==> src/rtl/rggen_access_pkg.sv <==
// Shared types and constants for the two-requester register access arbiter.
package rggen_access_pkg;
    localparam int NUM_REQUESTERS = 2;

    typedef enum logic [1:0] {
        IDLE    = 2'd0,
        ACCESS  = 2'd1,
        RESPOND = 2'd2
    } access_state_e;

    typedef enum logic [1:0] {
        OKAY    = 2'b00,
        EXOKAY  = 2'b01,
        SLVERR  = 2'b10,
        TIMEOUT = 2'b11
    } access_status_e;
endpackage

==> src/rtl/rggen_rr_arbiter_2.sv <==
// Two-way round-robin grant with a last-grant pointer; requester 0 wins the
// first tie after reset.
module rggen_rr_arbiter_2
    import rggen_access_pkg::*;
(
    input  logic                      clk,
    input  logic                      rst_n,
    input  logic [NUM_REQUESTERS-1:0] req,
    input  logic                      update,
    output logic                      grant_valid,
    output logic                      grant_index
);
    logic last_grant;

    always_comb begin
        grant_valid = |req;
        if (req == 2'b11) grant_index = ~last_grant;
        else              grant_index = req[1];
    end

    // Pointer reset to 1 so the first tie goes to requester 0.
    always_ff @(posedge clk or negedge rst_n) begin
        if (!rst_n)                      last_grant <= 1'b1;
        else if (update && grant_valid)  last_grant <= grant_index;
    end
endmodule

==> src/rtl/rggen_access_arbiter.sv <==
// Arbitrates two register requesters onto one downstream access port with a
// bounded wait for ready and a one-cycle shared response.
module rggen_access_arbiter
    import rggen_access_pkg::*;
#(
    parameter int ADDRESS_WIDTH  = 16,
    parameter int DATA_WIDTH     = 32,
    parameter int TIMEOUT_CYCLES = 255
) (
    input  logic                                        clk,
    input  logic                                        rst_n,
    input  logic [NUM_REQUESTERS-1:0]                   i_req,
    input  logic [NUM_REQUESTERS-1:0]                   i_write,
    input  logic [NUM_REQUESTERS-1:0][ADDRESS_WIDTH-1:0] i_address,
    input  logic [NUM_REQUESTERS-1:0][DATA_WIDTH-1:0]    i_write_data,
    input  logic [NUM_REQUESTERS-1:0][DATA_WIDTH-1:0]    i_write_mask,
    output logic [NUM_REQUESTERS-1:0]                   o_ack,
    output logic [DATA_WIDTH-1:0]                       o_read_data,
    output logic [1:0]                                  o_status,
    output logic                                        o_access_valid,
    output logic                                        o_access_write,
    output logic [ADDRESS_WIDTH-1:0]                    o_address,
    output logic [DATA_WIDTH-1:0]                       o_write_data,
    output logic [DATA_WIDTH-1:0]                       o_write_mask,
    input  logic                                        i_access_ready,
    input  logic [DATA_WIDTH-1:0]                       i_read_data,
    input  logic [1:0]                                  i_status
);
    localparam logic [15:0] TIMEOUT_LAST = 16'(TIMEOUT_CYCLES - 1);

    access_state_e           state_q, state_d;
    logic                    armed_q;
    logic                    grant_q;
    logic                    write_q;
    logic [ADDRESS_WIDTH-1:0] addr_q;
    logic [DATA_WIDTH-1:0]   wdata_q, mask_q, rdata_q;
    logic [1:0]              status_q;
    logic [15:0]             count_q;
    logic                    grant_valid, grant_index;
    logic                    start, timeout_hit;

    rggen_rr_arbiter_2 u_arbiter (
        .clk         (clk),
        .rst_n       (rst_n),
        .req         (i_req),
        .update      (start),
        .grant_valid (grant_valid),
        .grant_index (grant_index)
    );

    // armed_q holds off granting until the second edge after reset release.
    assign start       = (state_q == IDLE) && armed_q && grant_valid;
    assign timeout_hit = (state_q == ACCESS) && !i_access_ready && (count_q == TIMEOUT_LAST);

    always_ff @(posedge clk or negedge rst_n) begin
        if (!rst_n) begin
            state_q <= IDLE;
            armed_q <= 1'b0;
        end else begin
            state_q <= state_d;
            armed_q <= 1'b1;
        end
    end

    always_comb begin
        state_d = state_q;
        case (state_q)
            IDLE:    if (start) state_d = ACCESS;
            ACCESS:  if (i_access_ready || timeout_hit) state_d = RESPOND;
            RESPOND: state_d = IDLE;
            default: state_d = IDLE;
        endcase
    end

    // Payload is captured once at grant and held for the whole access.
    always_ff @(posedge clk or negedge rst_n) begin
        if (!rst_n) begin
            grant_q <= 1'b0;
            write_q <= 1'b0;
            addr_q  <= '0;
            wdata_q <= '0;
            mask_q  <= '0;
        end else if (start) begin
            grant_q <= grant_index;
            write_q <= i_write[grant_index];
            addr_q  <= i_address[grant_index];
            wdata_q <= i_write_data[grant_index];
            mask_q  <= i_write_mask[grant_index];
        end
    end

    always_ff @(posedge clk or negedge rst_n) begin
        if (!rst_n)                                      count_q <= '0;
        else if (start)                                  count_q <= '0;
        else if (state_q == ACCESS && !i_access_ready)   count_q <= count_q + 16'd1;
    end

    // Ready on the last allowed cycle takes precedence over the timeout.
    always_ff @(posedge clk or negedge rst_n) begin
        if (!rst_n) begin
            rdata_q  <= '0;
            status_q <= OKAY;
        end else if (state_q == ACCESS) begin
            if (i_access_ready) begin
                rdata_q  <= i_read_data;
                status_q <= i_status;
            end else if (timeout_hit) begin
                rdata_q  <= '0;
                status_q <= TIMEOUT;
            end
        end
    end

    assign o_access_valid = (state_q == ACCESS);
    assign o_access_write = write_q;
    assign o_address      = addr_q;
    assign o_write_data   = wdata_q;
    assign o_write_mask   = mask_q;
    assign o_ack          = (state_q == RESPOND) ? {grant_q, ~grant_q} : 2'b00;
    assign o_read_data    = (state_q == RESPOND) ? rdata_q : '0;
    assign o_status       = (state_q == RESPOND) ? status_q : 2'b00;
endmodule
==> config.mk <==
export PLATFORM = sky130hd
export DESIGN_NAME = rggen_access_arbiter
export DESIGN_NICKNAME = d
export VERILOG_FILES = /design/src/rtl/rggen_access_pkg.sv /design/src/rtl/rggen_rr_arbiter_2.sv /design/src/rtl/rggen_access_arbiter.sv
export SDC_FILE = /design/constraint.sdc
export NUM_CORES = 1
export LEC_CHECK = 0
export ABC_AREA = 1
export ABC_CLOCK_PERIOD_IN_PS = 2800
export CORE_MARGIN = 2
export CORE_UTILIZATION = 45
export CTS_CLUSTER_SIZE = 16
export DETAILED_ROUTE_END_ITERATION = 10
export PLACE_DENSITY = 0.93
export SLEW_MARGIN = 10
export SYNTH_ARGS = -nofsm -noshare
export SYNTH_HDL_FRONTEND = slang
export SYNTH_SLANG_ARGS = --single-unit
==> constraint.sdc <==
create_clock -name clk -period 2.8 [get_ports clk]
set_input_delay 0.42 -clock clk [delete_from_list [all_inputs] [get_ports clk]]
set_output_delay 0.42 -clock clk [all_outputs]
set_load 0.005 [all_outputs]
==> flow_summary_export.csv, run 1 <==
group,metric,value,unit
status,status,"complete, but fails checks",
status,violations,"hold timing",
detailed_routing,first_pass_iters,5,
worst_setup_path,cp_top_family,"buffers and inverters",
sta,relSlewSlack,0.581,
hold_path,hold_class,"input pin to async pin",
worst_setup_path,critPathBufInv,3,
worst_setup_path,cp_max_fo,27,
sta,min_period_over_period,0.917,
finish,n_antenna_cell,0,
clock_network,cts_sinks,136,
global_routing,antenna_found_initial,0,
global_routing,grt.overflow.total,0,
detailed_routing,drc,0,
die,dieArea,0.0162,sq mm
die,placementRows,45,
worst_setup_path,cp_data_arrival_time,2.15,ns
detailed_routing,routed_wl,21.8,mm
clock_network,root_buffer,"clkbuf_16",
sta,finalHoldViolCount,6,
clock_network,holdBufCountCts,0,
clock_network,cts_htree_levels,4,
clock_network,tritoncts,"yes",
sta,finalSetupViolCount,0,
worst_setup_path,worst-setup-path-type,"flop to output pin",
worst_setup_path,critical-path-max-stage-delay,0.53,ns
sta,rsz0062_at_grt,"false",
pwr,p_per_area,762,mW/mm^2
finish,nFillCells,1090,
clock_network,post_cts_resized,0,
global_routing,grt_max_degree,83,
synth,syn_area_per_cell,8.04,sq um
sta,tns,0,ns
die,fp.dieH,127,um
detailed_routing,dr.first_iter.drc_count,339,
finish,postLayoutCellArea,0.0107,sq mm
detailed_routing,viasPerCell,5.17,
clock_network,clk_latency,0.42,ns
global_routing,grt_pass1_wl,34.7,mm
finish,drive_gt1_frac,0.102,
synth,yosys_warnings,0,
placed_design,io_buffers,318,
synth,synth_cell_type_count,28,
worst_setup_path,crit_chain,"inv_1 > nand2_1 > buf_4 > nor2_1 > clkdlybuf4s50_1",
run,max_cap_violations,0,
clock_network,cts_setup_buffers,0,
detailed_routing,ant_nets,0,
detailed_routing,vias,6963,
synth,ys_ff_latch,136,
sta,timing.fmax,390,MHz
die,num_io_pins,319,
finish,syn_to_final_growth,56.2,%
synth,synth_top_area_share,0.495,
die,die_w,127,um
clock_network,clk_path_buf_depth,2,
sta,finClkSkew,0.00826,ns
synth,syn_inst,850,
detailed_routing,routedWlPerCell,16.2,um
sta,drv_slew,0,
die,fp.coreArea,0.0150,sq mm
placed_design,placed_area,0.0101,sq mm
clock_network,cts_made_buffers,17,
synth,syn_area,0.00683,sq mm
worst_setup_path,critPathLaunch,"state_q[0]",
synth,synth_area_leaders,"dfrtp_1 (49%), o21ai_1 (8.0%), nand2_1 (7.7%)",
global_routing,grt_usage,0.273,
synth,synth_top_cell_by_area,"dfrtp_1",
placed_design,gp_congestion,0.908,
worst_setup_path,reg2reg_from,"count_q[0]",
placed_design,hpwl,16.0,mm
sta,hold_slack,-0.00395,ns
clock_network,path_clk_slew,0.05,ns
sta,worst_pin_slew,0.629,ns
synth,syn-num-nets,1053,
global_routing,grt_pass1_vias,6916,
worst_setup_path,startpoint_type,"flop",
finish,final_nets,1351,
finish,fin_util,0.710,
pwr,ir_drop,465,uV
worst_setup_path,worstPathRequired,2.38,ns
worst_setup_path,endpoint_kind,"output pin",
sta,period_minus_slack,2.57,ns
pwr,p_leak,4.76,nW
synth,yosysSeqAreaShare,0.498,
worst_setup_path,critPathSlowestCell,"clkdlybuf4s50_1",
die,start_util,0.454,
[cell usage after synthesis (all sizes together)]
| cell type | number |
|---|---|
| nand2 | 177 |
| clkbuf | 27 |
| nor3 | 5 |
| or2 | 2 |
| dfrtp | 135 |
| a21oi | 6 |
| nor2 | 138 |
| xor2 | 1 |
| o21ai | 171 |
| nand3 | 79 |
| nand4 | 7 |
| inv | 72 |
| ha | 2 |
| a31oi | 1 |
| dfstp | 1 |
| conb | 1 |
| buf | 25 |
[worst register-to-register path: stages (launching register included)]
cell	delay, ns
dfrtp_1	0.41
inv_1	0.10
ha_1	0.16
nand3_1	0.08
nor2_1	0.24
nand3_4	0.51
nand2_1	0.30
nand2_1	0.07
nand2_1	0.07
[logic make-up after synthesis]
kind of cell / synth area share
DFF: 0.498
other: 0.000549
buffers and inverters: 0.0810
and+or+nand+nor: 0.284
AOI/OAI and AO/OA: 0.131
xor gates and xnor gates: 0.00128
adders and majority gates: 0.00366
[layout by cell type, fill, tap and decap left out]
| cell type | synthesis | routed |
|---|---|---|
| a31oi_1 | 1 | 1 |
| nand3_2 | 30 | 30 |
| nor3_1 | 4 | 4 |
| dfrtp_1 | 135 | 135 |
| buf_6 | 7 | 1 |
| dfstp_2 | 1 | 1 |
| bufinv_16 | 0 | 1 |
| xor2_1 | 1 | 1 |
| ha_1 | 2 | 2 |
| a21oi_1 | 6 | 6 |
| nor2_1 | 137 | 137 |
| nand2_1 | 141 | 141 |
| clkbuf_16 | 0 | 17 |
| clkbuf_1 | 27 | 4 |
| or2_2 | 2 | 2 |
| nand3_4 | 2 | 2 |
| buf_12 | 0 | 5 |
| inv_2 | 4 | 4 |
| clkdlybuf4s50_1 | 0 | 317 |
| buf_4 | 6 | 8 |
| nor3_4 | 1 | 1 |
| clkinvlp_4 | 0 | 2 |
| o21ai_0 | 62 | 62 |
| o21ai_1 | 109 | 109 |
| inv_1 | 68 | 68 |
| nand3_1 | 47 | 47 |
| nand4_1 | 7 | 7 |
| clkinv_2 | 0 | 4 |
| nor2_2 | 1 | 1 |
| conb_1 | 1 | 1 |
| nand2_2 | 35 | 35 |
| clkbuf_8 | 0 | 2 |
| clkinv_4 | 0 | 1 |
| nand2_4 | 1 | 1 |
[area by class of cell]
| class | instances | area, sq um | share of cell area |
|---|---|---|---|
| tap | 188 | 235 | 0.0220 |
| timing repair buffer | 331 | 3340 | 0.313 |
| clock buffer | 23 | 468 | 0.0439 |
| multi-input combinational | 590 | 2870 | 0.269 |
| inverter | 72 | 270 | 0.0253 |
| clock inverter | 8 | 73.8 | 0.00692 |
| sequential | 136 | 3400 | 0.319 |
[where the power goes]
| group | leakage (nW) | switching (mW) | internal (mW) |
|---|---|---|---|
| Sequential | 1.69 | 0.455 | 2.68 |
| Combinational | 2.80 | 1.33 | 1.60 |
| Clock | 0.263 | 0.815 | 1.26 |
| Total | 4.76 | 2.60 | 5.54 |
[state kept, by name, indices dropped and copies added (netlist names)]
signal,count
o_write_mask,32
count_q,16
o_write_data,32
o_address,16
state_q,2
u_arbiter.last_grant,1
rdata_q,32
o_access_write,1
grant_q,1
status_q,2
armed_q,1
[metal layers]
metal	wire length, um	vias up	part of all wire	global-route usage
met1	8010	3262	0.37	0.305
met4	1080	0	0.050	0.129
met2	11000	305	0.51	0.470
li1	-	3327	-	-
met5	0	-	0	0
met3	1680	69	0.077	0.0909
[worst paths after layout]
| path | to | slack [ns] | cells after the start |
|---|---|---|---|
| worst min register to register | o_write_data[12] | 0.48 | 2 |
| worst min-delay path | o_write_data[6] | -0.004 | 1 |
| worst max register to register | status_q[1] | 0.80 | 8 |
| max in group asynchronous | o_address[15] | 2.05 | 2 |
| worst max-delay path | o_status[1] | 0.23 | 5 |
| min in group clk | o_write_data[12] | 0.48 | 2 |
[through the flow]
step           setup WS [ns]  std cells  hold WS (ns)  power, mW
4_1_cts                0.201       1348       0.00958       8.18
2_1_floorplan           1.40        850         0.124       4.32
3_5_place_dp           0.424       1317         0.457       6.09
6_report               0.233       1348      -0.00395       8.13
5_1_grt                0.135       1348        0.0379       8.60
3_3_place_gp           0.484       1317         0.454       5.94
(Power assumes the default switching activity.)
==> run 2, diff against run 1 <==
--- a/config.mk
+++ b/config.mk
@@ -6,12 +6,12 @@
 export NUM_CORES = 1
 export LEC_CHECK = 0
 export ABC_AREA = 1
-export ABC_CLOCK_PERIOD_IN_PS = 2800
+export ABC_CLOCK_PERIOD_IN_PS = 2500
 export CORE_MARGIN = 2
-export CORE_UTILIZATION = 45
+export CORE_UTILIZATION = 42
 export CTS_CLUSTER_SIZE = 16
 export DETAILED_ROUTE_END_ITERATION = 10
-export PLACE_DENSITY = 0.93
+export PLACE_DENSITY = 0.88
 export SLEW_MARGIN = 10
 export SYNTH_ARGS = -nofsm -noshare
 export SYNTH_HDL_FRONTEND = slang
==> constraint.sdc (replaced) <==
create_clock -name clk -period 2.5 [get_ports clk]
set_input_delay 0.375 -clock clk [delete_from_list [all_inputs] [get_ports clk]]
set_output_delay 0.375 -clock clk [all_outputs]
set_load 0.005 [all_outputs]
==> run 2 against run 1 <==
  * The run now ends clean
  * Final cell count increased by 2.2%
  * Worst hold slack improved by 0.49 ns
  * Total power rose by 18%
  * Critical path depth stayed put
  * Sequential share of layout area fell by 0.57 points
  * Combinational power grew 14%
  * Clock power rose by 32%
  * Clock-buffer cell count shrank 4
  * Clock skew is 0.0011 ns lower
  * Largest power group unchanged
  * Highest routed layer unchanged
==> flow_summary_export.csv, run 2 (synthesized netlist as in run 1, its figures left out) <==
group,metric,value,unit
worst_setup_path,cp_data_arrival_time,1.90,ns
global_routing,grt.overflow.total,0,
pwr,ir_drop,533,uV
clock_network,cts_made_buffers,17,
sta,finClkSkew,0.00711,ns
detailed_routing,drc,0,
worst_setup_path,startpoint_type,"flop",
clock_network,clk_latency,0.41,ns
sta,timing.fmax,440,MHz
global_routing,grt_pass1_vias,6947,
clock_network,tritoncts,"yes",
worst_setup_path,endpoint_kind,"output pin",
sta,drv_slew,0,
worst_setup_path,critPathBufInv,3,
worst_setup_path,cp_top_family,"buffers and inverters",
placed_design,io_buffers,318,
detailed_routing,first_pass_iters,5,
sta,finalHoldViolCount,0,
sta,period_minus_slack,2.27,ns
worst_setup_path,worstPathRequired,2.12,ns
finish,fin_util,0.684,
worst_setup_path,cp_max_fo,27,
finish,drive_gt1_frac,0.106,
global_routing,grt_usage,0.255,
pwr,p_leak,4.83,nW
sta,worst_pin_slew,0.615,ns
die,dieArea,0.0173,sq mm
die,start_util,0.430,
finish,n_antenna_cell,0,
worst_setup_path,crit_chain,"inv_1 > nand2_2 > buf_12 > nor2_1 > clkdlybuf4s50_1",
detailed_routing,dr.first_iter.drc_count,417,
clock_network,cts_sinks,136,
finish,final_nets,1353,
die,fp.dieH,132,um
global_routing,grt_max_degree,95,
placed_design,dp_slack,0.367,ns
clock_network,clk_path_buf_depth,2,
die,num_io_pins,319,
sta,min_period_over_period,0.910,
placed_design,gp_congestion,0.852,
die,fp.coreArea,0.0159,sq mm
global_routing,antenna_found_initial,0,
detailed_routing,ant_nets,0,
pwr,power,9.58,mW
sta,rsz0062_at_grt,"false",
finish,syn_to_final_growth,59.0,%
clock_network,cts_htree_levels,4,
worst_setup_path,worst-setup-path-type,"flop to output pin",
finish,layout_common_cells,"clkdlybuf4s50_1 (317), nand2_1 (140), nor2_1 (137)",
clock_network,root_buffer,"clkbuf_16",
sta,timing.final.ws_setup,0.225,ns
worst_setup_path,critPathSlowestCell,"clkdlybuf4s50_1",
sta,relSlewSlack,0.590,
global_routing,grt_pass1_wl,35.5,mm
status,status,"complete, no violations",
clock_network,cts_setup_buffers,0,
die,placementRows,46,
clock_network,path_clk_slew,0.06,ns
finish,final_common_cell,"clkdlybuf4s50_1",
sta,tns,0,ns
sta,finalSetupViolCount,0,
pwr,p_per_area,882,mW/mm^2
detailed_routing,routed_wl,22.1,mm
placed_design,hpwl,15.8,mm
detailed_routing,vias,6968,
detailed_routing,viasPerCell,5.06,
die,die_w,132,um
hold_path,hold_class,"flop to flop",
detailed_routing,routedWlPerCell,16.0,um
run,max_cap_violations,0,
worst_setup_path,critical-path-max-stage-delay,0.51,ns
sta,hold_slack,0.484,ns
==> run 2: cell count changes in the layout (fill, tap and decap cells not counted), sizes merged <==
cell	before	now
dlygate4sd3	0	1
clkbuf	23	19
inv	72	73
buf	14	15
bufinv	1	5
clkinvlp	2	1
==> run 2: power breakdown <==
group          total, mW  switching, mW  leakage (nW)  internal (mW)
Combinational       3.33           1.51          2.82           1.82
Clock               2.74          0.951         0.313           1.79
Sequential          3.50          0.506          1.69           3.00
==> run 2: layout make-up <==
type | count | area (sq um)
Fill cell | 1259 | 5020
Sequential cell | 136 | 3400
Timing Repair Buffer | 333 | 3400
Multi-Input combinational cell | 590 | 2880
Clock buffer | 19 | 443
Inverter | 72 | 270
Tap cell | 216 | 270
Clock inverter | 12 | 199
==> run 2: repair_timing <==
action,CTS,global route
endpoints found under the setup margin,0,5
resized for setup,0,1
hold buffers,1,0
hold endpoints to repair,62,0
==> run 2: metrics by stage <==
stage                     std cells  instance area (sq um)
after floorplan                 850                   6830
after CTS                      1378                  10900
final                          1378                  10900
after detailed placement       1346                  10200
after global placement         1346                  10200
after global routing           1378                  10900
==> run 2: per-layer routing <==
metal  GRT usage  share of wire  vias up
li1            -              -     3334
met1       0.296           0.39     3294
met2       0.444           0.50      288
met3      0.0679          0.067       52
met4       0.111          0.039        0
met5           0              0        -
==> run 2: tightest hold or removal path, delay by kind of cell (launching register included) <==
family             cells  cell delay, ns
and+or+nand+nor        1            0.05
DFF                    1            0.34
AOI/OAI and AO/OA      1            0.06
==> run 2: worst paths after layout <==
| kind | start | endpoint | slack (ns) | cells past startpoint |
|---|---|---|---|---|
| min | o_write_data[27] | o_write_data[27] | 0.48 | 2 |
| max | state_q[0] | o_read_data[2] | 0.23 | 5 |
| min reg2reg | o_write_data[27] | o_write_data[27] | 0.48 | 2 |
| max reg2reg | count_q[0] | status_q[0] | 0.65 | 8 |
| min in group asynchronous | rst_n | rdata_q[10] | 0.52 | 2 |
| max in group asynchronous | rst_n | o_write_data[24] | 1.11 | 3 |
